===== config.mk =====
export PLATFORM = sky130hd
export DESIGN_NAME = alu_arbiter_flat
export DESIGN_NICKNAME = d
export VERILOG_FILES = /design/src/rtl/alu_arbiter_if.sv /design/src/rtl/alu_arbiter.sv /design/src/flat_wrapper.sv
export SDC_FILE = /design/constraint.sdc
export NUM_CORES = 2
export LEC_CHECK = 0
export BUFFER_PORTS_ARGS = -buffer_cell sky130_fd_sc_hd__buf_4
export CORE_ASPECT_RATIO = 1.75
export CORE_UTILIZATION = 25
export DETAILED_ROUTE_END_ITERATION = 8
export PLACE_DENSITY = 0.38
export SETUP_SLACK_MARGIN = 0.1
export SLEW_MARGIN = 20
export SYNTH_ARGS = -nofsm -noshare
export SYNTH_HDL_FRONTEND = slang
export SYNTH_SLANG_ARGS = --single-unit

===== constraint.sdc =====
create_clock -name clk -period 116.9 [get_ports clk]
set_clock_uncertainty 0.05 [all_clocks]
set_input_delay 23.38 -clock clk [delete_from_list [all_inputs] [get_ports clk]]
set_output_delay 23.38 -clock clk [all_outputs]
set_load 0.01 [all_outputs]

===== src/rtl/alu_arbiter_if.sv =====
// rtl/alu_arbiter_if.sv - request/response bundle between two requesters and the shared-ALU arbiter
interface alu_arbiter_if #(
    parameter int N = 32
);
    logic         req_valid_0;
    logic         req_valid_1;
    logic         req_ready_0;
    logic         req_ready_1;
    logic [N-1:0] req_a_0;
    logic [N-1:0] req_a_1;
    logic [N-1:0] req_b_0;
    logic [N-1:0] req_b_1;
    logic [3:0]   req_op_0;
    logic [3:0]   req_op_1;
    logic         rsp_valid_0;
    logic         rsp_valid_1;
    logic         rsp_ready_0;
    logic         rsp_ready_1;
    logic [N-1:0] rsp_z_0;
    logic [N-1:0] rsp_z_1;

    // Requester side: drives operations and accepts results.
    modport master (
        output req_valid_0, req_valid_1,
        output req_a_0, req_a_1, req_b_0, req_b_1, req_op_0, req_op_1,
        input  req_ready_0, req_ready_1,
        input  rsp_valid_0, rsp_valid_1, rsp_z_0, rsp_z_1,
        output rsp_ready_0, rsp_ready_1
    );

    // Arbiter side.
    modport slave (
        input  req_valid_0, req_valid_1,
        input  req_a_0, req_a_1, req_b_0, req_b_1, req_op_0, req_op_1,
        output req_ready_0, req_ready_1,
        output rsp_valid_0, rsp_valid_1, rsp_z_0, rsp_z_1,
        input  rsp_ready_0, rsp_ready_1
    );
endinterface


===== src/rtl/alu_arbiter.sv =====
// rtl/alu_arbiter.sv - round-robin sharing of one ALU between two requesters (optional ALU_ARB_STATS_EN grant counters)

// Unsigned combinational ALU. Opcodes: 0000 and, 0001 or, 0010 add, 0011 sub,
// 0100 mul (low bits), 0101 div, 0110 shl, 0111 shr, 1000 xor, others 0.
module alu #(
    parameter int n = 32
) (
    input  logic [n-1:0] a,
    input  logic [n-1:0] b,
    input  logic [3:0]   s,
    output logic [n-1:0] y
);
    localparam logic [n-1:0] N_VAL = n'(n);
    localparam int SW = $clog2(n);

    logic [n-1:0] divisor;

    // Divide by a safe value so the datapath never sees a zero divisor.
    assign divisor = (b == '0) ? n'(1) : b;

    // Operation select.
    always_comb begin
        y = '0;
        case (s)
            4'b0000: y = a & b;
            4'b0001: y = a | b;
            4'b0010: y = a + b;
            4'b0011: y = a - b;
            4'b0100: y = a * b;
            4'b0101: y = a / divisor;
            4'b0110: y = (b >= N_VAL) ? '0 : (a << b[SW-1:0]);
            4'b0111: y = (b >= N_VAL) ? '0 : (a >> b[SW-1:0]);
            4'b1000: y = a ^ b;
            default: y = '0;
        endcase
    end
endmodule

module alu_arbiter #(
    parameter int N          = 32,
    parameter int MULDIV_LAT = 4
) (
    input  logic        clk,
    input  logic        rst_n,
`ifdef ALU_ARB_STATS_EN
    output logic [15:0] grant_cnt_0,
    output logic [15:0] grant_cnt_1,
`endif
    alu_arbiter_if.slave bus
);
    localparam logic [3:0]   OP_MUL   = 4'b0100;
    localparam logic [3:0]   OP_DIV   = 4'b0101;
    localparam logic [3:0]   OP_SHL   = 4'b0110;
    localparam logic [3:0]   OP_SHR   = 4'b0111;
    localparam logic [3:0]   OP_LAST  = 4'b1000;
    localparam logic [3:0]   LAT_M1   = 4'(MULDIV_LAT - 1);
    localparam logic [N-1:0] N_VAL    = N'(N);

    typedef enum logic [1:0] {
        IDLE = 2'd0,
        EXEC = 2'd1,
        RESP = 2'd2
    } state_t;

    state_t       state_q, state_d;
    logic         last_grant_q, last_grant_d;
    logic         owner_q, owner_d;
    logic [3:0]   cnt_q, cnt_d;
    logic [N-1:0] a_q, a_d;
    logic [N-1:0] b_q, b_d;
    logic [3:0]   op_q, op_d;
    logic [N-1:0] result_q, result_d;
    logic         rsp_valid_0_q, rsp_valid_0_d;
    logic         rsp_valid_1_q, rsp_valid_1_d;

    logic         grant_0;
    logic         grant_1;
    logic [3:0]   sel_op;
    logic         rsp_hs;
    logic [N-1:0] alu_y;
    logic [N-1:0] capture_val;

    // The ALU only ever sees the operands latched at the request handshake.
    alu #(.n(N)) u_alu (
        .a (a_q),
        .b (b_q),
        .s (op_q),
        .y (alu_y)
    );

    // Round-robin grant, only while idle and out of reset; a tie goes to the port that was not served last.
    always_comb begin
        grant_0 = 1'b0;
        grant_1 = 1'b0;
        if (rst_n && state_q == IDLE) begin
            if (bus.req_valid_0 && bus.req_valid_1) begin
                grant_0 = last_grant_q;
                grant_1 = ~last_grant_q;
            end else begin
                grant_0 = bus.req_valid_0;
                grant_1 = bus.req_valid_1;
            end
        end
    end

    assign bus.req_ready_0 = grant_0;
    assign bus.req_ready_1 = grant_1;
    assign bus.rsp_valid_0 = rsp_valid_0_q;
    assign bus.rsp_valid_1 = rsp_valid_1_q;
    assign bus.rsp_z_0     = result_q;
    assign bus.rsp_z_1     = result_q;

    assign sel_op = grant_1 ? bus.req_op_1 : bus.req_op_0;
    assign rsp_hs = owner_q ? bus.rsp_ready_1 : bus.rsp_ready_0;

    // Corner-case results forced at capture regardless of what the ALU produced.
    always_comb begin
        capture_val = alu_y;
        if (op_q == OP_DIV && b_q == '0) begin
            capture_val = '1;
        end else if ((op_q == OP_SHL || op_q == OP_SHR) && b_q >= N_VAL) begin
            capture_val = '0;
        end else if (op_q > OP_LAST) begin
            capture_val = '0;
        end
    end

    // Next-state logic for the IDLE -> EXEC -> RESP sequence.
    always_comb begin
        state_d       = state_q;
        last_grant_d  = last_grant_q;
        owner_d       = owner_q;
        cnt_d         = cnt_q;
        a_d           = a_q;
        b_d           = b_q;
        op_d          = op_q;
        result_d      = result_q;
        rsp_valid_0_d = rsp_valid_0_q;
        rsp_valid_1_d = rsp_valid_1_q;
        case (state_q)
            IDLE: begin
                if (grant_0 || grant_1) begin
                    owner_d = grant_1;
                    a_d     = grant_1 ? bus.req_a_1 : bus.req_a_0;
                    b_d     = grant_1 ? bus.req_b_1 : bus.req_b_0;
                    op_d    = sel_op;
                    cnt_d   = (sel_op == OP_MUL || sel_op == OP_DIV) ? LAT_M1 : 4'd0;
                    state_d = EXEC;
                end
            end
            EXEC: begin
                if (cnt_q != 4'd0) begin
                    cnt_d = cnt_q - 4'd1;
                end else begin
                    result_d      = capture_val;
                    rsp_valid_0_d = ~owner_q;
                    rsp_valid_1_d = owner_q;
                    state_d       = RESP;
                end
            end
            RESP: begin
                if (rsp_hs) begin
                    last_grant_d  = owner_q;
                    rsp_valid_0_d = 1'b0;
                    rsp_valid_1_d = 1'b0;
                    state_d       = IDLE;
                end
            end
            default: begin
                state_d       = IDLE;
                rsp_valid_0_d = 1'b0;
                rsp_valid_1_d = 1'b0;
            end
        endcase
    end

    // State and datapath registers; reset discards any in-flight op or held result.
    always_ff @(posedge clk or negedge rst_n) begin
        if (!rst_n) begin
            state_q       <= IDLE;
            last_grant_q  <= 1'b1;
            owner_q       <= 1'b0;
            cnt_q         <= 4'd0;
            a_q           <= '0;
            b_q           <= '0;
            op_q          <= 4'd0;
            result_q      <= '0;
            rsp_valid_0_q <= 1'b0;
            rsp_valid_1_q <= 1'b0;
        end else begin
            state_q       <= state_d;
            last_grant_q  <= last_grant_d;
            owner_q       <= owner_d;
            cnt_q         <= cnt_d;
            a_q           <= a_d;
            b_q           <= b_d;
            op_q          <= op_d;
            result_q      <= result_d;
            rsp_valid_0_q <= rsp_valid_0_d;
            rsp_valid_1_q <= rsp_valid_1_d;
        end
    end

`ifdef ALU_ARB_STATS_EN
    logic [15:0] grant_cnt_0_q, grant_cnt_0_d;
    logic [15:0] grant_cnt_1_q, grant_cnt_1_d;

    // Saturating per-port count of request handshakes.
    always_comb begin
        grant_cnt_0_d = grant_cnt_0_q;
        grant_cnt_1_d = grant_cnt_1_q;
        if (grant_0 && grant_cnt_0_q != 16'hFFFF) begin
            grant_cnt_0_d = grant_cnt_0_q + 16'd1;
        end
        if (grant_1 && grant_cnt_1_q != 16'hFFFF) begin
            grant_cnt_1_d = grant_cnt_1_q + 16'd1;
        end
    end

    // Grant counter registers.
    always_ff @(posedge clk or negedge rst_n) begin
        if (!rst_n) begin
            grant_cnt_0_q <= 16'd0;
            grant_cnt_1_q <= 16'd0;
        end else begin
            grant_cnt_0_q <= grant_cnt_0_d;
            grant_cnt_1_q <= grant_cnt_1_d;
        end
    end

    assign grant_cnt_0 = grant_cnt_0_q;
    assign grant_cnt_1 = grant_cnt_1_q;
`endif
endmodule


===== src/flat_wrapper.sv =====
// flat-port wrapper written by rule: the top's interface ports become plain ports
module alu_arbiter_flat 
#(
    parameter int N          = 32,
    parameter int MULDIV_LAT = 4
)
  (clk, rst_n, bus_req_valid_0, bus_req_valid_1, bus_req_a_0, bus_req_a_1, bus_req_b_0, bus_req_b_1, bus_req_op_0, bus_req_op_1, bus_req_ready_0, bus_req_ready_1, bus_rsp_valid_0, bus_rsp_valid_1, bus_rsp_z_0, bus_rsp_z_1, bus_rsp_ready_0, bus_rsp_ready_1);
  alu_arbiter_if #(.N(N)) bus_i ();
  input  logic clk;
  input  logic rst_n;
  input wire logic [$bits(bus_i.req_valid_0)-1:0] bus_req_valid_0;
  input wire logic [$bits(bus_i.req_valid_1)-1:0] bus_req_valid_1;
  input wire logic [$bits(bus_i.req_a_0)-1:0] bus_req_a_0;
  input wire logic [$bits(bus_i.req_a_1)-1:0] bus_req_a_1;
  input wire logic [$bits(bus_i.req_b_0)-1:0] bus_req_b_0;
  input wire logic [$bits(bus_i.req_b_1)-1:0] bus_req_b_1;
  input wire logic [$bits(bus_i.req_op_0)-1:0] bus_req_op_0;
  input wire logic [$bits(bus_i.req_op_1)-1:0] bus_req_op_1;
  output wire logic [$bits(bus_i.req_ready_0)-1:0] bus_req_ready_0;
  output wire logic [$bits(bus_i.req_ready_1)-1:0] bus_req_ready_1;
  output wire logic [$bits(bus_i.rsp_valid_0)-1:0] bus_rsp_valid_0;
  output wire logic [$bits(bus_i.rsp_valid_1)-1:0] bus_rsp_valid_1;
  output wire logic [$bits(bus_i.rsp_z_0)-1:0] bus_rsp_z_0;
  output wire logic [$bits(bus_i.rsp_z_1)-1:0] bus_rsp_z_1;
  input wire logic [$bits(bus_i.rsp_ready_0)-1:0] bus_rsp_ready_0;
  input wire logic [$bits(bus_i.rsp_ready_1)-1:0] bus_rsp_ready_1;
  assign bus_i.req_valid_0 = bus_req_valid_0;
  assign bus_i.req_valid_1 = bus_req_valid_1;
  assign bus_i.req_a_0 = bus_req_a_0;
  assign bus_i.req_a_1 = bus_req_a_1;
  assign bus_i.req_b_0 = bus_req_b_0;
  assign bus_i.req_b_1 = bus_req_b_1;
  assign bus_i.req_op_0 = bus_req_op_0;
  assign bus_i.req_op_1 = bus_req_op_1;
  assign bus_req_ready_0 = bus_i.req_ready_0;
  assign bus_req_ready_1 = bus_i.req_ready_1;
  assign bus_rsp_valid_0 = bus_i.rsp_valid_0;
  assign bus_rsp_valid_1 = bus_i.rsp_valid_1;
  assign bus_rsp_z_0 = bus_i.rsp_z_0;
  assign bus_rsp_z_1 = bus_i.rsp_z_1;
  assign bus_i.rsp_ready_0 = bus_rsp_ready_0;
  assign bus_i.rsp_ready_1 = bus_rsp_ready_1;
  alu_arbiter #(.N(N), .MULDIV_LAT(MULDIV_LAT)) u_core (.clk(clk), .rst_n(rst_n), .bus(bus_i));
endmodule

==> results.py <==
metrics = {
    "setup_path": {
        "arrival_ps": 92460,
        "start_kind": "flip-flop",
        "r2r_end": "u_core.bus.rsp_z_0[0]",
        "path_common_cell": "a21oi_1",
        "path_max_fanout": 40,
        "r2r_slack_ps": 24770,
        "critPathLaunch": "u_core.b_q[21]",
        "critPathCapture": "u_core.bus.rsp_z_0[0]",
        "slowest_stage": "nor4_2",
        "slowest_delay_ps": 980,
        "worst-setup-path-type": "flip-flop to flip-flop",
        "required_ps": 117220,
        "r2r_start": "u_core.b_q[21]",
        "end_kind": "flip-flop",
        "r2r_cells": 322,
    },
    "clock_tree": {
        "post_cts_buffers": 0,
        "clockBufferDepth": 2,
        "post_cts_resized": 0,
        "cts_tree": "done",
        "numCtsBuffers": 9,
        "htreeDepth": 3,
        "clk_pin_slew_ps": 120,
        "cts-hold-fix-buffers": 0,
        "root_buffer": "clkbuf_16",
        "cts_sinks": 110,
        "clock_latency_ps": 470,
    },
    "synth": {
        "yosysMostFrequentCell": "nand2_1",
        "ys_ff_latch": 110,
        "synth_warnings": 0,
        "syn_area_um2": 55900,
        "ys_top_cells_by_area": "ha_1 (16%), fa_1 (15%), nand2_1 (7.0%)",
        "async_flop_share_pct": 100,
        "yosys-top-cells-count": "nand2_1 (1048), nor2_1 (836), ha_1 (735)",
        "syn_nets": 8994,
        "syn_area_per_cell_um2": 7.25,
        "synth_edf_count": 0,
        "synth_cell_type_count": 110,
        "synth_area_leader_cell": "ha_1",
        "synth_top_flop_cell": "dfrtp_1",
        "seq_area_frac_synth_pct": 4.93,
        "synth_top_area_share_pct": 16.5,
        "netlist_instances": 7708,
    },
    "route": {
        "viasPerCell": 5.60,
        "wirelength_um": 347000,
        "wire_per_inst_um": 32.5,
        "detail-route-antenna-nets": 0,
        "vias": 59800,
        "drtIter0Drc": 3918,
        "dr.pass1.iters": 6,
        "drc": 0,
    },
    "sta": {
        "hold_viol_final": 0,
        "period_share_pct": 78.8,
        "slew_violations": 0,
        "finalCriticalPeriod_ps": 92130,
        "slew_headroom_pct": 15.7,
        "worst_pin_slew_ps": 1250,
        "fin_setup_tns_ps": 0,
        "rsz0062_at_grt": "false",
        "fmax_mhz": 10.9,
        "finalSetupViolations": 0,
    },
    "run": {
        "drv_cap": 0,
    },
    "floorplan": {
        "die-area_um2": 226000,
        "start_util_pct": 25.1,
        "io_pins": 210,
        "die-height_um": 628,
        "die_w_um": 359,
        "core_region_area_um2": 222000,
        "fp-row-count": 229,
    },
    "grt": {
        "grt_pass1_wl_um": 477000,
        "grt_pass1_vias": 62000,
        "grt_util_all_layers_pct": 30.2,
        "antenna_found_initial": 23,
        "grt_start_max_net_pins": 82,
        "overflow": 0,
    },
    "final_layout": {
        "layout-drive-gt1-share_pct": 9.63,
        "fin_nets": 9071,
        "areaGrowthSynthToFinish_pct": 10.9,
        "utilization_pct": 27.9,
    },
    "min_path": {
        "hold_depth": 2,
        "hp-class": "flip-flop to flip-flop",
    },
    "placement": {
        "place.gp.congestion": 1.04,
        "dpl.hpwl_um": 281000,
        "port_buffers": 209,
    },
    "run_status": {
        "status": "finished clean",
    },
}
registers in the layout, summed over array words and instances (netlist names), 2 cells and up:
name	flops
u_core.op_q	4
u_core.cnt_q	4
u_core.bus.rsp_z_0	32
u_core.b_q	32
u_core.a_q	32
u_core.state_q	2
metal layers:
metal,vias up,routed length (µm),GRT usage [%]
met5,-,97,0
met4,16,37200,27.0
met3,1021,15200,3.95
met2,2224,180000,57.0
met1,29600,114000,28.4
li1,26900,-,-
metrics by stage:
| step | instance area, µm² | std cells | hold WS, ps | setup WS, ps |
|---|---|---|---|---|
| after floorplan | 55900 | 7708 | 458 | 42820 |
| after detailed placement | 61600 | 10700 | 464 | 26140 |
| after CTS | 61900 | 10700 | 486 | 25730 |
| final | 62000 | 10700 | 472 | 24770 |
| after global placement | 61500 | 10700 | 454 | 26330 |
| after global routing | 62000 | 10700 | 514 | 17920 |
layout make-up:
class                   instances  area (µm²)
diodes                          4        10.0
clock buffers                   9         225
clock inverters                 7        72.6
fillers                     24700      160000
inverters                     726        2730
multi-input cells            6479       49100
flip-flops and latches        110        2770
well taps                    2887        3610
repair buffers                459        3500
cells in the final DEF (no fill, tap or decap), types with 143 or more instances in the layout:
cell	Yosys	routed
xnor2_1	308	308
a21oi_1	443	440
a31oi_1	160	159
nand3_1	145	143
a21o_1	178	178
buf_4	32	452
nor2_1	836	832
o21ai_0	384	378
inv_1	716	709
nand2_1	1048	1046
nor3_1	164	159
xor2_1	159	159
fa_1	409	409
ha_1	735	735
cell families (layout without fill, tap and decap cells):
| group | Yosys count | count (layout) | share of synthesized area (%) |
|---|---|---|---|
| flops | 110 | 110 | 4.93 |
| other cells | 0 | 4 | 0 |
| simple gates | 2765 | 2765 | 22.3 |
| compound gates | 1894 | 1894 | 22.3 |
| xor+xnor | 467 | 467 | 7.32 |
| buf+inv | 1119 | 1201 | 7.78 |
| fa+ha+maj | 1144 | 1144 | 31.1 |
| mux | 209 | 209 | 4.29 |
worst min-delay path by stage:
stage	start	to	slack [ps]
final	u_core.bus.rsp_valid_0	u_core.bus.rsp_valid_0	470
after global routing	u_core.bus.rsp_valid_0	u_core.bus.rsp_valid_0	510
after CTS	u_core.bus.rsp_valid_0	u_core.bus.rsp_valid_0	490
after detailed placement	u_core.bus.rsp_valid_0	u_core.bus.rsp_valid_0	460
after global placement	u_core.bus.rsp_valid_0	u_core.bus.rsp_valid_0	450
after floorplan	u_core.owner_q	u_core.bus.rsp_valid_0	460
worst max-delay path: cells and delay by family, from the launching register on:
family | cells | cell delay (ps)
buffers and inverters | 20 | 4600
and+or+nand+nor | 86 | 21160
DFF | 1 | 380
AOI/OAI and AO/OA | 178 | 52450
adders and majority gates | 31 | 10480
xor gates and xnor gates | 1 | 160
muxes | 6 | 2350
Power is left out: the tool's default activity adds up to more than one toggle a clock period on the data nets, which glitch-free logic cannot reach.
